[src/rtl/stopwatch_core.sv]
// stopwatch_core: prescaled BCD stopwatch with start/stop, clear, lap hold and wrap/saturate overflow
module stopwatch_core #(
  parameter int                    CLK_HZ     = 100_000_000,
  parameter int                    TICK_HZ    = 100,
  parameter int                    NUM_DIGITS = 4,
  parameter logic [NUM_DIGITS-1:0] MOD6_MASK  = 4'b1000,
  parameter bit                    WRAP       = 1'b1
) (
  input  logic                    clk,
  input  logic                    reset,
  input  logic                    start_stop,
  input  logic                    clear,
  input  logic                    lap,
  output logic [4*NUM_DIGITS-1:0] digits,
  output logic                    running,
  output logic                    lap_held,
  output logic                    tick,
  output logic                    overflow
);
  localparam int DIV = CLK_HZ / TICK_HZ;
  localparam int PW  = $clog2(DIV);
  localparam int CW  = 4 * NUM_DIGITS;
  typedef enum logic [1:0] {IDLE, RUN, PAUSE, SAT} state_t;
  state_t          state_q, state_d;
  logic [PW-1:0]   pre_q, pre_d;
  logic [CW-1:0]   cnt_q, cnt_d, hold_q, hold_d, digits_q, digits_d, cnt_inc;
  logic            lap_held_q, lap_held_d, tick_q, tick_d, overflow_q, overflow_d;
  logic            running_q, running_d;
  logic            start_stop_q, clear_q, lap_q;
  logic            ss_e, clr_e, lap_e, pre_end, all_max, wrap_ovf;
  assign ss_e    = start_stop & ~start_stop_q;
  assign clr_e   = clear & ~clear_q;
  assign lap_e   = lap & ~lap_q;
  assign pre_end = pre_q == PW'(DIV - 1);
  assign digits   = digits_q;
  assign running  = running_q;
  assign lap_held = lap_held_q;
  assign tick     = tick_q;
  assign overflow = overflow_q;
  // BCD ripple increment; all_max is the carry out of the top digit
  always_comb begin
    cnt_inc = cnt_q;
    all_max = 1'b1;
    for (int i = 0; i < NUM_DIGITS; i++) begin
      if (all_max) begin
        if (cnt_q[4*i +: 4] == (MOD6_MASK[i] ? 4'd5 : 4'd9)) cnt_inc[4*i +: 4] = 4'd0;
        else begin
          cnt_inc[4*i +: 4] = cnt_q[4*i +: 4] + 4'd1;
          all_max = 1'b0;
        end
      end
    end
  end
  // FSM next state, prescaler, count, lap hold and registered outputs; clear overrides all
  always_comb begin
    state_d    = state_q;
    pre_d      = pre_q;
    cnt_d      = cnt_q;
    hold_d     = hold_q;
    lap_held_d = lap_held_q;
    tick_d     = 1'b0;
    wrap_ovf   = 1'b0;
    case (state_q)
      IDLE: if (ss_e) begin
        state_d = RUN;
        pre_d   = '0;
      end
      RUN: begin
        pre_d = pre_end ? '0 : pre_q + PW'(1);
        if (pre_end && all_max && !WRAP) state_d = SAT;
        else if (pre_end) begin
          cnt_d    = cnt_inc;
          tick_d   = 1'b1;
          wrap_ovf = all_max;
        end
        if (ss_e && state_d == RUN) state_d = PAUSE;
      end
      PAUSE: if (ss_e) state_d = RUN;
      default: ;
    endcase
    if (lap_e && (state_q == RUN || state_q == PAUSE)) begin
      lap_held_d = ~lap_held_q;
      if (!lap_held_q) hold_d = cnt_d;
    end
    if (clr_e) begin
      state_d    = IDLE;
      pre_d      = '0;
      cnt_d      = '0;
      hold_d     = '0;
      lap_held_d = 1'b0;
      tick_d     = 1'b0;
      wrap_ovf   = 1'b0;
    end
    overflow_d = wrap_ovf | (state_d == SAT);
    running_d  = state_d == RUN;
    digits_d   = lap_held_d ? hold_d : cnt_d;
  end
  // state, datapath and input edge-detect registers
  always_ff @(posedge clk or negedge reset) begin
    if (!reset) begin
      state_q      <= IDLE;
      pre_q        <= '0;
      cnt_q        <= '0;
      hold_q       <= '0;
      lap_held_q   <= 1'b0;
      tick_q       <= 1'b0;
      overflow_q   <= 1'b0;
      running_q    <= 1'b0;
      digits_q     <= '0;
      start_stop_q <= 1'b0;
      clear_q      <= 1'b0;
      lap_q        <= 1'b0;
    end else begin
      state_q      <= state_d;
      pre_q        <= pre_d;
      cnt_q        <= cnt_d;
      hold_q       <= hold_d;
      lap_held_q   <= lap_held_d;
      tick_q       <= tick_d;
      overflow_q   <= overflow_d;
      running_q    <= running_d;
      digits_q     <= digits_d;
      start_stop_q <= start_stop;
      clear_q      <= clear;
      lap_q        <= lap;
    end
  end
endmodule
[config.mk]
export PLATFORM = sky130hd
export DESIGN_NAME = stopwatch_core
export DESIGN_NICKNAME = d
export VERILOG_FILES = /design/src/rtl/stopwatch_core.sv
export SDC_FILE = /design/constraint.sdc
export NUM_CORES = 1
export LEC_CHECK = 0
export ABC_AREA = 1
export BUFFER_PORTS_ARGS = -buffer_cell sky130_fd_sc_hd__buf_2
export CAP_MARGIN = 20
export CORE_UTILIZATION = 40
export CTS_CLUSTER_SIZE = 14
export DETAILED_ROUTE_END_ITERATION = 16
export GPL_TIMING_DRIVEN = 0
export HOLD_SLACK_MARGIN = 0.12
export PLACE_DENSITY = 0.64
export SYNTH_ARGS = -nofsm -noshare
export SYNTH_HDL_FRONTEND = slang
export SYNTH_SLANG_ARGS = --single-unit
[constraint.sdc]
create_clock -name clk -period 2.6 [get_ports clk]
set_clock_uncertainty 0.1 [all_clocks]
set_input_delay 0 -clock clk [delete_from_list [all_inputs] [get_ports clk]]
set_output_delay 0 -clock clk [all_outputs]
set_load 0.05 [all_outputs]
**Word-level counts from Yosys, hierarchy flattened**

Cells that the tools add are included.

- Add/sub/neg operators: 5
- Eq/ne operators: 10
- Reduce and logical (&&, ||, !) cells: 7
- Bitwise operators: 8
- Multiplexer cells: 37

Operator list:

| cell | number |
|---|---|
| 16-bit 2-to-1 mux | 7 |
| 20-bit 2-to-1 mux | 3 |
| 20-bit case mux with 2 select lines | 1 |
| 4-bit 2-to-1 mux | 7 |
| 20-bit by 1-bit adder with 20-bit output, second input constant | 1 |
| 20-bit equality test, second input constant | 1 |
| 4-bit by 1-bit adder with 4-bit output, second input constant | 4 |
| 1-bit 2-to-1 mux | 15 |
| 4-bit equality test, second input constant | 3 |
| 2-bit 2-to-1 mux | 3 |
| 2-bit by 1-bit equality test with 1-bit output, second input constant | 2 |
| 2-bit equality test, second input constant | 2 |
| 4-bit by 3-bit equality test with 1-bit output, second input constant | 1 |
| 1-bit NOT | 4 |
| 2-bit case mux with 2 select lines | 1 |
| 1-bit AND | 3 |
| 3-bit != test, second input constant | 1 |
| 3-bit nonzero test | 1 |
| 1-bit logical AND | 2 |
| 2-bit logical NOT | 1 |
| 2-bit AND reduction | 1 |
| 2-bit OR reduction | 1 |
| 1-bit logical OR | 1 |
| 1-bit bitwise OR | 1 |

- Input port bits: 5
- Bits in registers: 77
- Output and inout bits: 20
- Word-level logic and storage cells: 79

**Longest topological paths before layout**

Gate-level depths: netlist of run 1.

- Depth in word-level cells: 11
- Gate-level depth with buffers: 14
- Depth with buffers taken out: 14

**Worst setup path after synthesis of run 1**

OpenSTA, ideal clock, no wires.

- Path kind: reg2reg
- Start: reg state_q[0]
- End: reg digits_q[15] (netlist: digits[15])
- Library setup time: 66 ps
- Cell stages (with the launch flop): 12
- Period minus slack after synthesis: 1859 ps
- Data arrival time: 1693 ps
- Buffers on the path: 1
- Data required time: 2434 ps
- Slack: 741 ps
- Path through: dfrtp_1 -> inv_1 -> ha_1 -> nand2_1 -> nor2_1 -> inv_1 -> nor2_1 -> buf_2 -> nor2_1 -> nor2_1 -> nand3_1 -> nand2_1

- Word-level cells in the longest chain between the ends: 6
- Elaborated cells between the ends (all ways): 12
- Classes of those cells: 2 x eq/ne; 8 x mux; 2 x reduce/logical

RTL lines:

| element | RTL line | text |
|---|---|---|
| start, declared | 24 | `state_t state_q, state_d;` |
| start signal, assigned | 114 | `state_q <= state_d;` |
| 2-bit by 1-bit equality test with 1-bit output / 2-bit equality test (equally long branches) | 63, 81 |  |
| 16-bit 2-to-1 mux / 1-bit logical OR (equally long branches) | 63, 81 |  |
| 16-bit 2-to-1 mux / 1-bit logical AND (equally long branches) | 83, 81 |  |
| 16-bit 2-to-1 mux / 1-bit 2-to-1 mux (equally long branches) | 81 | `if (lap_e && (state_q == RUN \|\| state_q == PAUSE)) begin` |
| 16-bit 2-to-1 mux / 1-bit 2-to-1 mux (equally long branches) | 85 | `if (clr_e) begin` |
| 16-bit 2-to-1 mux (*) | 96 | `digits_d = lap_held_d ? hold_d : cnt_d;` |
| net digits_d[15] | 26 | `logic [CW-1:0] cnt_q, cnt_d, hold_q, hold_d, digits_q, digits_d, cnt_inc;` |
| end signal, assigned | 122 | `digits_q <= digits_d;` |
| end, declared | 26 |  |

The timed path passes the listed nets; every way through them passes the cells marked *.
A chain may end at the register's enable or synchronous reset.

**Worst setup path after layout of run 1**

- Start: reg state_q[0]
- End: reg digits_q[10] (netlist: digits[10])

The elaborated chain is that of the path after synthesis.

==> qor.yml, run 1 <==
outcome:
  outcome: "completed"
sta:
  setup_ws_ns: 0.171
  post-route-period-util_pct: 93.4
  worst_pin_slew_ns: 0.733
  hold_violations: 0
  slew_violations: 0
  hold_ws_ns: 0.182
  max_clock_freq_ghz: 0.412
  setup_viol: 0
  fin_setup_tns_ns: 0
  max_slew_margin_pct: 50.7
  grt_setup_unrepaired: "no"
  final.min_clock_period_ns: 2.43
yosys:
  synthSimpleGateAreaFrac_pct: 35.4
  synth_edf_count: 0
  synth-compound-area-share_pct: 5.99
  netlist_area_um2: 4220
  synth_xor_area_share_pct: 1.25
  ys.flop_type: "dfrtp_1"
  synth_top_area_share_pct: 45.7
  ys_seq_area_share_pct: 45.7
  synth.distinct_cells: 35
  syn-num-nets: 585
  syn_inst: 567
  synthAdderAreaFrac_pct: 3.86
  postSynth.asyncResetShare_pct: 100
  synth_top_area_cell: "dfrtp_1"
  muxShareOfSynthArea_pct: 0.237
  synthTopCellsByArea: "dfrtp_1, nand2_1, nor2_1"
  ys_ff_latch: 77
  syn_avg_cell_area_um2: 7.44
  yosys_warnings: 0
  synth_top_family_by_area: "simple AND/OR/NAND/NOR gates"
clocking:
  cts_root_buffer: "clkbuf_8"
  cts_buffer_depth: 2
  clkLatencyLatePin_ns: 0.37
  postCtsSetupBuffers: 0
  cts_tree: "done"
  clkTransAtPathRegs_ns: 0.08
  cts_sinks: 77
  cts_buffers: 9
  htreeDepth: 3
layout:
  area_delta_synth_final_pct: 13.8
  nNetsFinal: 627
  utilization_pct: 46.7
  design_area_um2: 4800
  antennaDiodeCount: 0
  drive_above_1_share_pct: 11.7
drt:
  antenna_left: 0
  via_per_inst: 4.92
  drt-initial-drc-count: 228
  wl_per_cell_um: 13.2
  vias: 3688
  firstDrtPassIters: 5
  wl_mm: 9.88
  drc_errors: 0
critical_path:
  critPathMaxStageDelay_ns: 0.44
  crit_chain: "inv_1 > ha_1 > nand2_1 > nor2_1 > xor2_1 > nand2_1 > buf_2 > nand2_1 > nand2_1"
  crit_top_cell: "nand2_1"
  critical_path_class: "flop to flop"
  cp_top_family: "simple AND/OR/NAND/NOR gates"
  path_max_fanout: 10
  critPathRequiredTime_ns: 2.75
  setup.worst_path.end_class: "flop"
  slowest_stage: "xor2_1"
  critPathBufInv: 2
  worstPathArrival_ns: 2.58
  startpoint_type: "flop"
placement:
  gp_congestion: 0.885
  place_area_um2: 4530
  dp_hpwl_mm: 7.19
  port_buffers: 24
  pre_cts_ws_ns: 0.200
power_and_ir_drop:
  p_leak_nw: 2.53
  power.density_nw_per_um2: 707
  ir_drop_mv: 0.597
floorplan:
  die_y_um: 105
  dieArea_um2: 11000
  ioPinCount: 25
  fp.dieW_um: 105
  core_area_um2: 10300
  start_util_pct: 41.1
  rows: 37
run:
  max_cap_violations: 0
global_routing:
  grt_pass1_wl_mm: 16.7
  grt_usage_pct: 19.4
  antenna_found_initial: 0
  grt_max_degree: 42
  grt-ovfl-total: 0
  grt_pass1_vias: 3624
worst_hold_path:
  hold_class: "input pin to flop"
placed cells by master (no fill, tap or decap), drive strengths merged:
master | Yosys | final
nand2 | 168 | 168
nor2 | 92 | 92
dfrtp | 77 | 77
inv | 72 | 74
nand3 | 60 | 60
buf | 7 | 33
a21oi | 22 | 22
o21ai | 14 | 14
ha | 13 | 13
clkbuf | 4 | 13
nand4 | 10 | 10
nor3 | 7 | 7
xor2 | 5 | 5
dlygate4sd3 | 0 | 5
o21a | 3 | 3
clkinv | 0 | 3
nor4 | 2 | 2
a31oi | 2 | 2
or2 | 2 | 2
xnor2 | 1 | 1
nand3b | 1 | 1
a32o | 1 | 1
mux2i | 1 | 1
and3 | 1 | 1
a2bb2oi | 1 | 1
a211oi | 1 | 1
clkinvlp | 0 | 1
bufinv | 0 | 1
kinds of logic after synthesis:
family	after synthesis
AOI/OAI and AO/OA	44
xor gates and xnor gates	6
DFF	77
and+or+nand+nor	343
muxes	1
buffers and inverters	83
adders and majority gates	13
layout make-up:
cell class                 count  area [um^2]
tap                          136          170
clock inverter                 7         73.8
multi-input combinational    407         1970
buffer                        11         50.0
clock buffer                   9          124
fill                        1073         5480
timing repair buffer          31          213
inverter                      72          270
sequential                    77         1930
routing by layer:
| layer | vias to the layer above | wire, um | GRT usage, % |
|---|---|---|---|
| met4 | 0 | 184 | 8.65 |
| met2 | 70 | 4600 | 30.7 |
| met1 | 1735 | 4730 | 25.6 |
| li1 | 1870 | - | - |
| met3 | 13 | 357 | 4.37 |
| met5 | - | 0 | 0 |
stage by stage:
step | std cells | power, mW
2_1_floorplan | 567 | 2.21
4_1_cts | 750 | 3.43
5_1_grt | 750 | 3.61
3_3_place_gp | 727 | 2.45
6_report | 750 | 3.40
3_5_place_dp | 728 | 2.48
power by group:
group	leakage [nW]	switching [mW]	internal (mW)
logic	1.39	0.759	0.267
clock network	0.100	0.472	0.448
registers	1.04	0.0833	1.37
total	2.53	1.31	2.08
worst register-to-register path, cell delays in order, from the launching register on:
cell	delay [ns]
dfrtp_1	0.39
inv_1	0.10
ha_1	0.29
nand2_1	0.05
nor2_1	0.13
xor2_1	0.44
nand2_1	0.36
buf_2	0.31
nand2_1	0.09
nand2_1	0.06
flip-flops by register name, summed over array words and instances, names as in the netlist:
signal        count
state_q           2
hold_q           16
lap_q             1
overflow          1
clear_q           1
start_stop_q      1
lap_held          1
pre_q            20
tick              1
cnt_q            16
digits           16
running           1
final timing paths:
path,depth (start not counted),to,from,slack [ns]
worst max-delay path,9,digits[10],state_q[0],0.17
worst min-delay path,2,lap_q,lap,0.18
worst max register to register,9,digits[10],state_q[0],0.17
worst min register to register,2,hold_q[6],hold_q[6],0.41
max in group asynchronous,4,digits[13],reset,1.60
min in group asynchronous,4,pre_q[17],reset,0.58
synthesized netlist by cell type, types with 2 or more instances:
cell type / instances
nand2_1: 164
nor2_1: 84
dfrtp_1: 77
inv_1: 69
nand3_1: 58
a21oi_1: 20
ha_1: 13
o21ai_0: 12
nand4_1: 10
buf_2: 7
nor3_1: 6
nor2_4: 5
xor2_1: 5
clkbuf_1: 4
inv_2: 3
nand2_2: 3
nor2_2: 3
o21a_1: 3
a21oi_2: 2
a31oi_1: 2
nand3_2: 2
nor4_1: 2
timing repair:
item / CTS / global route
hold endpoints to repair: 83 / 0
setup endpoints to repair: 0 / 10
resized for setup: 0 / 1
hold buffers: 6 / 0
Note: power is estimated with default switching activity, not from simulation.
==> run 2: changes to the inputs <==
--- a/config.mk
+++ b/config.mk
@@ -8,12 +8,15 @@
 export ABC_AREA = 1
 export BUFFER_PORTS_ARGS = -buffer_cell sky130_fd_sc_hd__buf_2
 export CAP_MARGIN = 20
-export CORE_UTILIZATION = 40
+export CELL_PAD_IN_SITES_DETAIL_PLACEMENT = 1
+export CELL_PAD_IN_SITES_GLOBAL_PLACEMENT = 2
+export CORE_UTILIZATION = 37
+export CTS_BUF_LIST = sky130_fd_sc_hd__clkbuf_4
 export CTS_CLUSTER_SIZE = 14
 export DETAILED_ROUTE_END_ITERATION = 16
 export GPL_TIMING_DRIVEN = 0
 export HOLD_SLACK_MARGIN = 0.12
-export PLACE_DENSITY = 0.64
+export PLACE_DENSITY = 0.9
 export SYNTH_ARGS = -nofsm -noshare
 export SYNTH_HDL_FRONTEND = slang
 export SYNTH_SLANG_ARGS = --single-unit
==> run 2 against run 1 <==
  * First-iteration DRC count down 43%
  * Power fell by 6.4%
  * Clock power decreased by 28%
  * Die area increased by 8.0%
  * Worst setup slack gained 0.0061 ns
  * Cell area fell by 0.73%
  * Register-to-register slack about the same
  * Critical path type unchanged
  * Largest power group unchanged
==> qor.yml, run 2 (synthesis gave the netlist of run 1 again) <==
worst_hold_path:
  hold_class: "flop to flop"  # was input pin to flop
  min_to: "hold_q[3]"  # was lap_q
  hold_depth: 2  # unchanged
  hold_path.startpoint: "hold_q[3]"  # was lap
sta:
  setup_viol: 0  # unchanged
  final.min_clock_period_ns: 2.42  # was 2.43 ns
  worst_pin_slew_ns: 0.577  # was 0.733 ns
  grt_setup_unrepaired: "no"  # unchanged
  setup_ws_ns: 0.177  # was 0.171 ns
  hold_violations: 0  # unchanged
  post-route-period-util_pct: 93.2  # was 93.4%
  slew_violations: 0  # unchanged
  max_slew_margin_pct: 61.2  # was 50.7%
  max_clock_freq_ghz: 0.413  # was 0.412 GHz
placement:
  place_inst: 732  # was 728
  gp_congestion: 0.828  # was 0.885
  dp_hpwl_mm: 8.82  # was 7.19 mm
  pre_cts_ws_ns: -0.0254  # was 0.200 ns
  port_buffers: 24  # unchanged
floorplan:
  rows: 38  # was 37
  die_y_um: 109  # was 105 um
  ioPinCount: 25  # unchanged
  start_util_pct: 38.4  # was 41.1%
  dieArea_um2: 11800  # was 11000 um^2
  core_area_um2: 11000  # was 10300 um^2
  fp.dieW_um: 109  # was 105 um
critical_path:
  setup.worst_path.end_class: "flop"  # unchanged
  path_max_fanout: 10  # unchanged
  r2r_end: "digits[8]"  # was digits[10]
  timing.rr.start: "state_q[0]"  # unchanged
  rr_worst_depth: 10  # was 9
  worstPathArrival_ns: 2.71  # was 2.58 ns
  r2r_setup_slack_ns: 0.18  # was 0.17 ns
  critical_path_class: "flop to flop"  # unchanged
  startpoint_type: "flop"  # unchanged
  critPathRequiredTime_ns: 2.89  # was 2.75 ns
layout:
  largest_register_ffs: 20  # unchanged
  layout_common_cells: "nand2_1, nor2_1, dfrtp_1"  # unchanged
  utilization_pct: 43.4  # was 46.7%
  layout.cells.non_filler: 758  # was 750
  area_delta_synth_final_pct: 13.0  # was 13.8%
  nNetsFinal: 630  # was 627
  drive_above_1_share_pct: 11.8  # was 11.7%
  regMostFlops: "pre_q"  # unchanged
  mostFrequentLayoutCell: "nand2_1"  # unchanged
power_and_ir_drop:
  clock_power_share_pct: 20.8  # was 27.1%
  ir_drop_mv: 0.419  # was 0.597 mV
  p_sw_mw: 1.34  # was 1.31 mW
  p_leak_nw: 2.50  # was 2.53 nW
  p_sw_share_pct: 42.1  # was 38.7%
  power.density_nw_per_um2: 667  # was 707 nW/um^2
  power.internal_mw: 1.84  # was 2.08 mW
  sequentialPowerShare_pct: 45.7  # was 42.7%
  pwr-share-comb_pct: 33.5  # was 30.2%
  power.total_mw: 3.18  # was 3.40 mW
drt:
  drc_errors: 0  # unchanged
  wl_mm: 11.7  # was 9.88 mm
  via_per_inst: 5.09  # was 4.92
  firstDrtPassIters: 4  # was 5
  drt-initial-drc-count: 131  # was 228
  antenna_left: 0  # unchanged
  wl_per_cell_um: 15.5  # was 13.2 um
  vias: 3856  # was 3688
global_routing:
  gr-usage-met3_pct: 3.59  # was 4.37%
  gr-max-usage-layer: "met2"  # unchanged
  grt_util_met1_pct: 26.9  # was 25.6%
  antenna_found_initial: 1  # was 0
  grt_pass1_vias: 4197  # was 3624
  grt_max_degree: 41  # was 42
  grt_usage_pct: 22.3  # was 19.4%
  grt_util_met2_pct: 39.5  # was 30.7%
  grt-ovfl-total: 0  # unchanged
  grt_pass1_wl_mm: 20.0  # was 16.7 mm
clocking:
  cts_buffers: 9  # unchanged
  cts_buffer_depth: 2  # unchanged
  clkLatencyLatePin_ns: 0.48  # was 0.37 ns
  cts_tree: "done"  # unchanged
  clkTransAtPathRegs_ns: 0.13  # was 0.08 ns
  htreeDepth: 3  # unchanged
  cts_sinks: 77  # unchanged
  cts_root_buffer: "clkbuf_4"  # was clkbuf_8
outcome:
  outcome: "completed"  # unchanged
run:
  max_cap_violations: 0  # unchanged
## run 2: cell types whose count changed in the layout (fill, tap and decap cells not counted)
cell	previous run	this run
bufinv_16	1	0
clkbuf_4	0	10
clkbuf_8	9	0
clkinv_1	0	1
clkinv_2	2	1
clkinvlp_4	1	3
diode_2	0	1
dlygate4sd3_1	5	8
inv_6	2	0
nand2_1	164	163
nand2_2	3	4
xor2_1	5	4
xor2_2	0	1
## run 2: layer usage
layer | vias up | share of wire [%]
li1 | 1872 | -
met1 | 1932 | 46
met2 | 39 | 51
met3 | 13 | 2.3
met4 | 0 | 1.5
met5 | - | 0
## run 2: cell type report
class | instances | area (um^2)
Timing Repair Buffer | 34 | 243
Inverter | 72 | 270
Clock buffer | 10 | 75.1
Buffer | 11 | 50.0
Clock inverter | 6 | 40.0
Multi-Input combinational cell | 407 | 1980
Tap cell | 140 | 175
Antenna cell | 1 | 2.50
Fill cell | 1396 | 6220
Sequential cell | 77 | 1930
## run 2: critical path, cell delays in order (launching register included)
cell and delay [ns]:
dfrtp_1 0.40, inv_1 0.10, ha_1 0.28, nand2_1 0.05
nor2_1 0.26, inv_1 0.09, nor2_2 0.34, buf_2 0.35
nand3_1 0.18, nand3_1 0.10, nand2_1 0.06
## run 2: what timing repair did
action,4_1_cts,5_1_grt
gates resized for setup,1,2
buffers inserted,0,0
gates cloned,0,0
hold buffers,9,0
setup endpoints to repair,10,25
hold endpoints to repair,88,0
## run 2: stage by stage
stage | TNS (ns) | area, um^2 | hold slack (ns)
final | 0 | 4770 | 0.417
after global routing | 0 | 4770 | 0.461
after global placement | 0 | 4510 | 0.0216
after floorplan | 0 | 4220 | -0.396
after detailed placement | -0.0682 | 4540 | -0.0875
after CTS | 0 | 4750 | 0.403
## run 2: power by group through the flow
stage          Sequential, mW  Combinational (mW)  Clock (mW)
2_1_floorplan            1.69               0.520           0
3_5_place_dp             1.48                1.06           0
3_3_place_gp             1.47                1.01           0
6_report                 1.45                1.07       0.662
5_1_grt                  1.48                1.19       0.736
4_1_cts                  1.45                1.08       0.687
## run 2: worst max path at each step
stage / from / endpoint / depth (start not counted)
after global placement: state_q[0] / digits[10] / 9
after floorplan: state_q[0] / digits[15] / 11
final: state_q[0] / digits[8] / 10
after global routing: state_q[0] / digits[15] / 11
after CTS: state_q[0] / digits[1] / 10
after detailed placement: state_q[0] / digits[4] / 9
==> run 3: changes to the inputs <==
--- a/config.mk
+++ b/config.mk
@@ -10,13 +10,13 @@
 export CAP_MARGIN = 20
 export CELL_PAD_IN_SITES_DETAIL_PLACEMENT = 1
 export CELL_PAD_IN_SITES_GLOBAL_PLACEMENT = 2
-export CORE_UTILIZATION = 37
+export CORE_UTILIZATION = 40
 export CTS_BUF_LIST = sky130_fd_sc_hd__clkbuf_4
 export CTS_CLUSTER_SIZE = 14
 export DETAILED_ROUTE_END_ITERATION = 16
 export GPL_TIMING_DRIVEN = 0
 export HOLD_SLACK_MARGIN = 0.12
-export PLACE_DENSITY = 0.9
+export PLACE_DENSITY = 0.95
 export SYNTH_ARGS = -nofsm -noshare
 export SYNTH_HDL_FRONTEND = slang
 export SYNTH_SLANG_ARGS = --single-unit
==> constraint.sdc (replaced) <==
create_clock -name clk -period 2.9 [get_ports clk]
set_clock_uncertainty 0.1 [all_clocks]
set_input_delay 0 -clock clk [delete_from_list [all_inputs] [get_ports clk]]
set_output_delay 0 -clock clk [all_outputs]
set_load 0.05 [all_outputs]
==> run 3 against run 2 <==
  * Via count fell by 0.34%
  * Register-to-register slack worse by 0.02 ns
  * Wire length fell by 1.1%
  * Combinational power is 11% lower
  * Sequential share of layout area decreased by 0.20 points
==> qor.yml, run 3 (synthesis gave the netlist of run 1 again) <==
placement:
  port_buffers: 24  # unchanged
  place_inst: 728  # was 732
  dp_hpwl_mm: 8.72  # was 8.82 mm
  gp_congestion: 0.852  # was 0.828
layout:
  layout_common_cells: "nand2_1, nor2_1, dfrtp_1"  # unchanged
  nNetsFinal: 629  # was 630
  layout.cells.non_filler: 752  # was 758
  mostFrequentLayoutCell: "nand2_1"  # unchanged
  area_delta_synth_final_pct: 13.6  # was 13.0%
  largest_register_ffs: 20  # unchanged
  regMostFlops: "pre_q"  # unchanged
  drive_above_1_share_pct: 11.4  # was 11.8%
  antennaDiodeCount: 0  # was 1
critical_path:
  path_max_fanout: 10  # unchanged
  startpoint_type: "flop"  # unchanged
  crit_top_cell: "nand2_1"
  setup.worst_path.end_class: "flop"  # unchanged
  critPathMaxStageDelay_ns: 0.51  # was 0.40 ns
  critical_path_class: "flop to flop"  # unchanged
  crit_chain: "inv_1 > ha_1 > nand2_1 > nor2_1 > xor2_1 > nand2_1 > buf_2 > nand2_1 > nand2_1"  # was inv_1 > ha_1 > nand2_1 > nor2_1 > inv_1 > nor2_2 > buf_2 > nand3_1 > nand3_1 > nand2_1
  slowest_stage: "xor2_1"  # was dfrtp_1
  worstPathArrival_ns: 2.96  # was 2.71 ns
  critPathRequiredTime_ns: 3.11  # was 2.89 ns
global_routing:
  grt_pass1_wl_mm: 19.3  # was 20.0 mm
  grt_max_degree: 49  # was 41
  grt-ovfl-total: 0  # unchanged
  grt_pass1_vias: 3911  # was 4197
  grt_usage_pct: 22.3  # about the same
  antenna_found_initial: 0  # was 1
power_and_ir_drop:
  sequentialPowerShare_pct: 43.2  # was 45.7%
  power.internal_mw: 1.83  # was 1.84 mW
  p_sw_mw: 1.18  # was 1.34 mW
  p_sw_share_pct: 39.3  # was 42.1%
  ir_drop_mv: 0.377  # was 0.419 mV
  pwr-share-comb_pct: 31.8  # was 33.5%
  p_leak_nw: 2.54  # was 2.50 nW
  power.density_nw_per_um2: 629  # was 667 nW/um^2
  clock_power_share_pct: 25.0  # was 20.8%
sta:
  hold_ws_ns: 0.135  # was 0.417 ns
  max_slew_margin_pct: 52.8  # was 61.2%
  worst_pin_slew_ns: 0.705  # was 0.577 ns
  max_clock_freq_ghz: 0.364  # was 0.413 GHz
  setup_viol: 0  # unchanged
  final.min_clock_period_ns: 2.75  # was 2.42 ns
  post-route-period-util_pct: 94.7  # was 93.2%
  grt_setup_unrepaired: "no"  # unchanged
  fin_setup_tns_ns: 0  # unchanged
  hold_violations: 0  # unchanged
  slew_violations: 0  # unchanged
clocking:
  clkTransAtPathRegs_ns: 0.13  # about the same
  clkLatencyLatePin_ns: 0.42  # was 0.48 ns
  cts_tree: "done"  # unchanged
  cts_sinks: 77  # unchanged
  cts_resized: 0  # was 1
  htreeDepth: 3  # unchanged
  cts_root_buffer: "clkbuf_4"  # unchanged
  cts_buffer_depth: 2  # unchanged
  postCtsSetupBuffers: 0  # unchanged
  cts_buffers: 9  # unchanged
  cts_hold_buf: 8  # was 9
floorplan:
  core_area_um2: 10300  # was 11000 um^2
  rows: 37  # was 38
  dieArea_um2: 11000  # was 11800 um^2
  start_util_pct: 41.1  # was 38.4%
  die_y_um: 105  # was 109 um
  ioPinCount: 25  # unchanged
  fp.dieW_um: 105  # was 109 um
run:
  max_cap_violations: 0  # unchanged
drt:
  drc_errors: 0  # unchanged
  antenna_left: 0  # unchanged
  wl_per_cell_um: 15.4  # was 15.5 um
  vias: 3843  # was 3856
  drt-initial-drc-count: 175  # was 131
  firstDrtPassIters: 5  # was 4
  via_per_inst: 5.11  # was 5.09
  wl_mm: 11.6  # was 11.7 mm
worst_hold_path:
  hold_class: "input pin to flop"  # was flop to flop
outcome:
  outcome: "completed"  # unchanged
run 3: area by class of cell:
type	instances	area, um^2
fill	1352	5490
multi-input combinational	407	1970
sequential	77	1930
inverter	72	270
timing repair buffer	33	240
tap	136	170
clock inverter	6	86.3
clock buffer	10	75.1
buffer	11	50.0
run 3: power by group through the flow:
stage                     Sequential, mW  Combinational, mW  Clock, mW
final                               1.30              0.957      0.754
after global routing                1.32               1.06      0.817
after CTS                           1.30              0.966      0.774
after detailed placement            1.32              0.949          0
after global placement              1.31              0.908          0
after floorplan                     1.51              0.466          0
run 3: worst paths after layout:
kind / from / endpoint / slack, ns / depth (start not counted)
max in group asynchronous: reset / state_q[1] / 1.87 / 4
worst min-delay path: lap / lap_q / 0.13 / 2
worst min register to register: hold_q[10] / hold_q[10] / 0.42 / 2
worst max register to register: state_q[0] / digits[11] / 0.15 / 9
min in group asynchronous: reset / digits[2] / 0.56 / 4
worst max-delay path: state_q[0] / digits[11] / 0.15 / 9
run 3: layer usage:
layer,share of wire [%],GRT usage [%],up-vias,wire length (um)
met1,48,30.4,1904,5590
met4,0.98,5.63,0,114
met5,0,0,-,0
met2,49,37.9,45,5640
met3,2.2,2.50,9,259
li1,-,-,1885,-
run 3: metrics by stage:
step / total power, mW / setup slack [ns] / area, um^2 / utilization, %
floorplan: 1.98 / 1.04 / 4220 / -
global placement: 2.22 / 0.262 / 4510 / 43.9
detailed placement: 2.27 / 0.186 / 4540 / 44.2
CTS: 3.04 / 0.169 / 4790 / 46.6
global route: 3.19 / 0.0936 / 4790 / 46.6
finish: 3.01 / 0.154 / 4790 / 46.6
run 3: critical path: cells and delay by family (launching register included):
kind | cells | cell delay [ns]
xor gates and xnor gates | 1 | 0.51
adders and majority gates | 1 | 0.30
and+or+nand+nor | 5 | 0.86
buffers and inverters | 2 | 0.45
DFF | 1 | 0.42
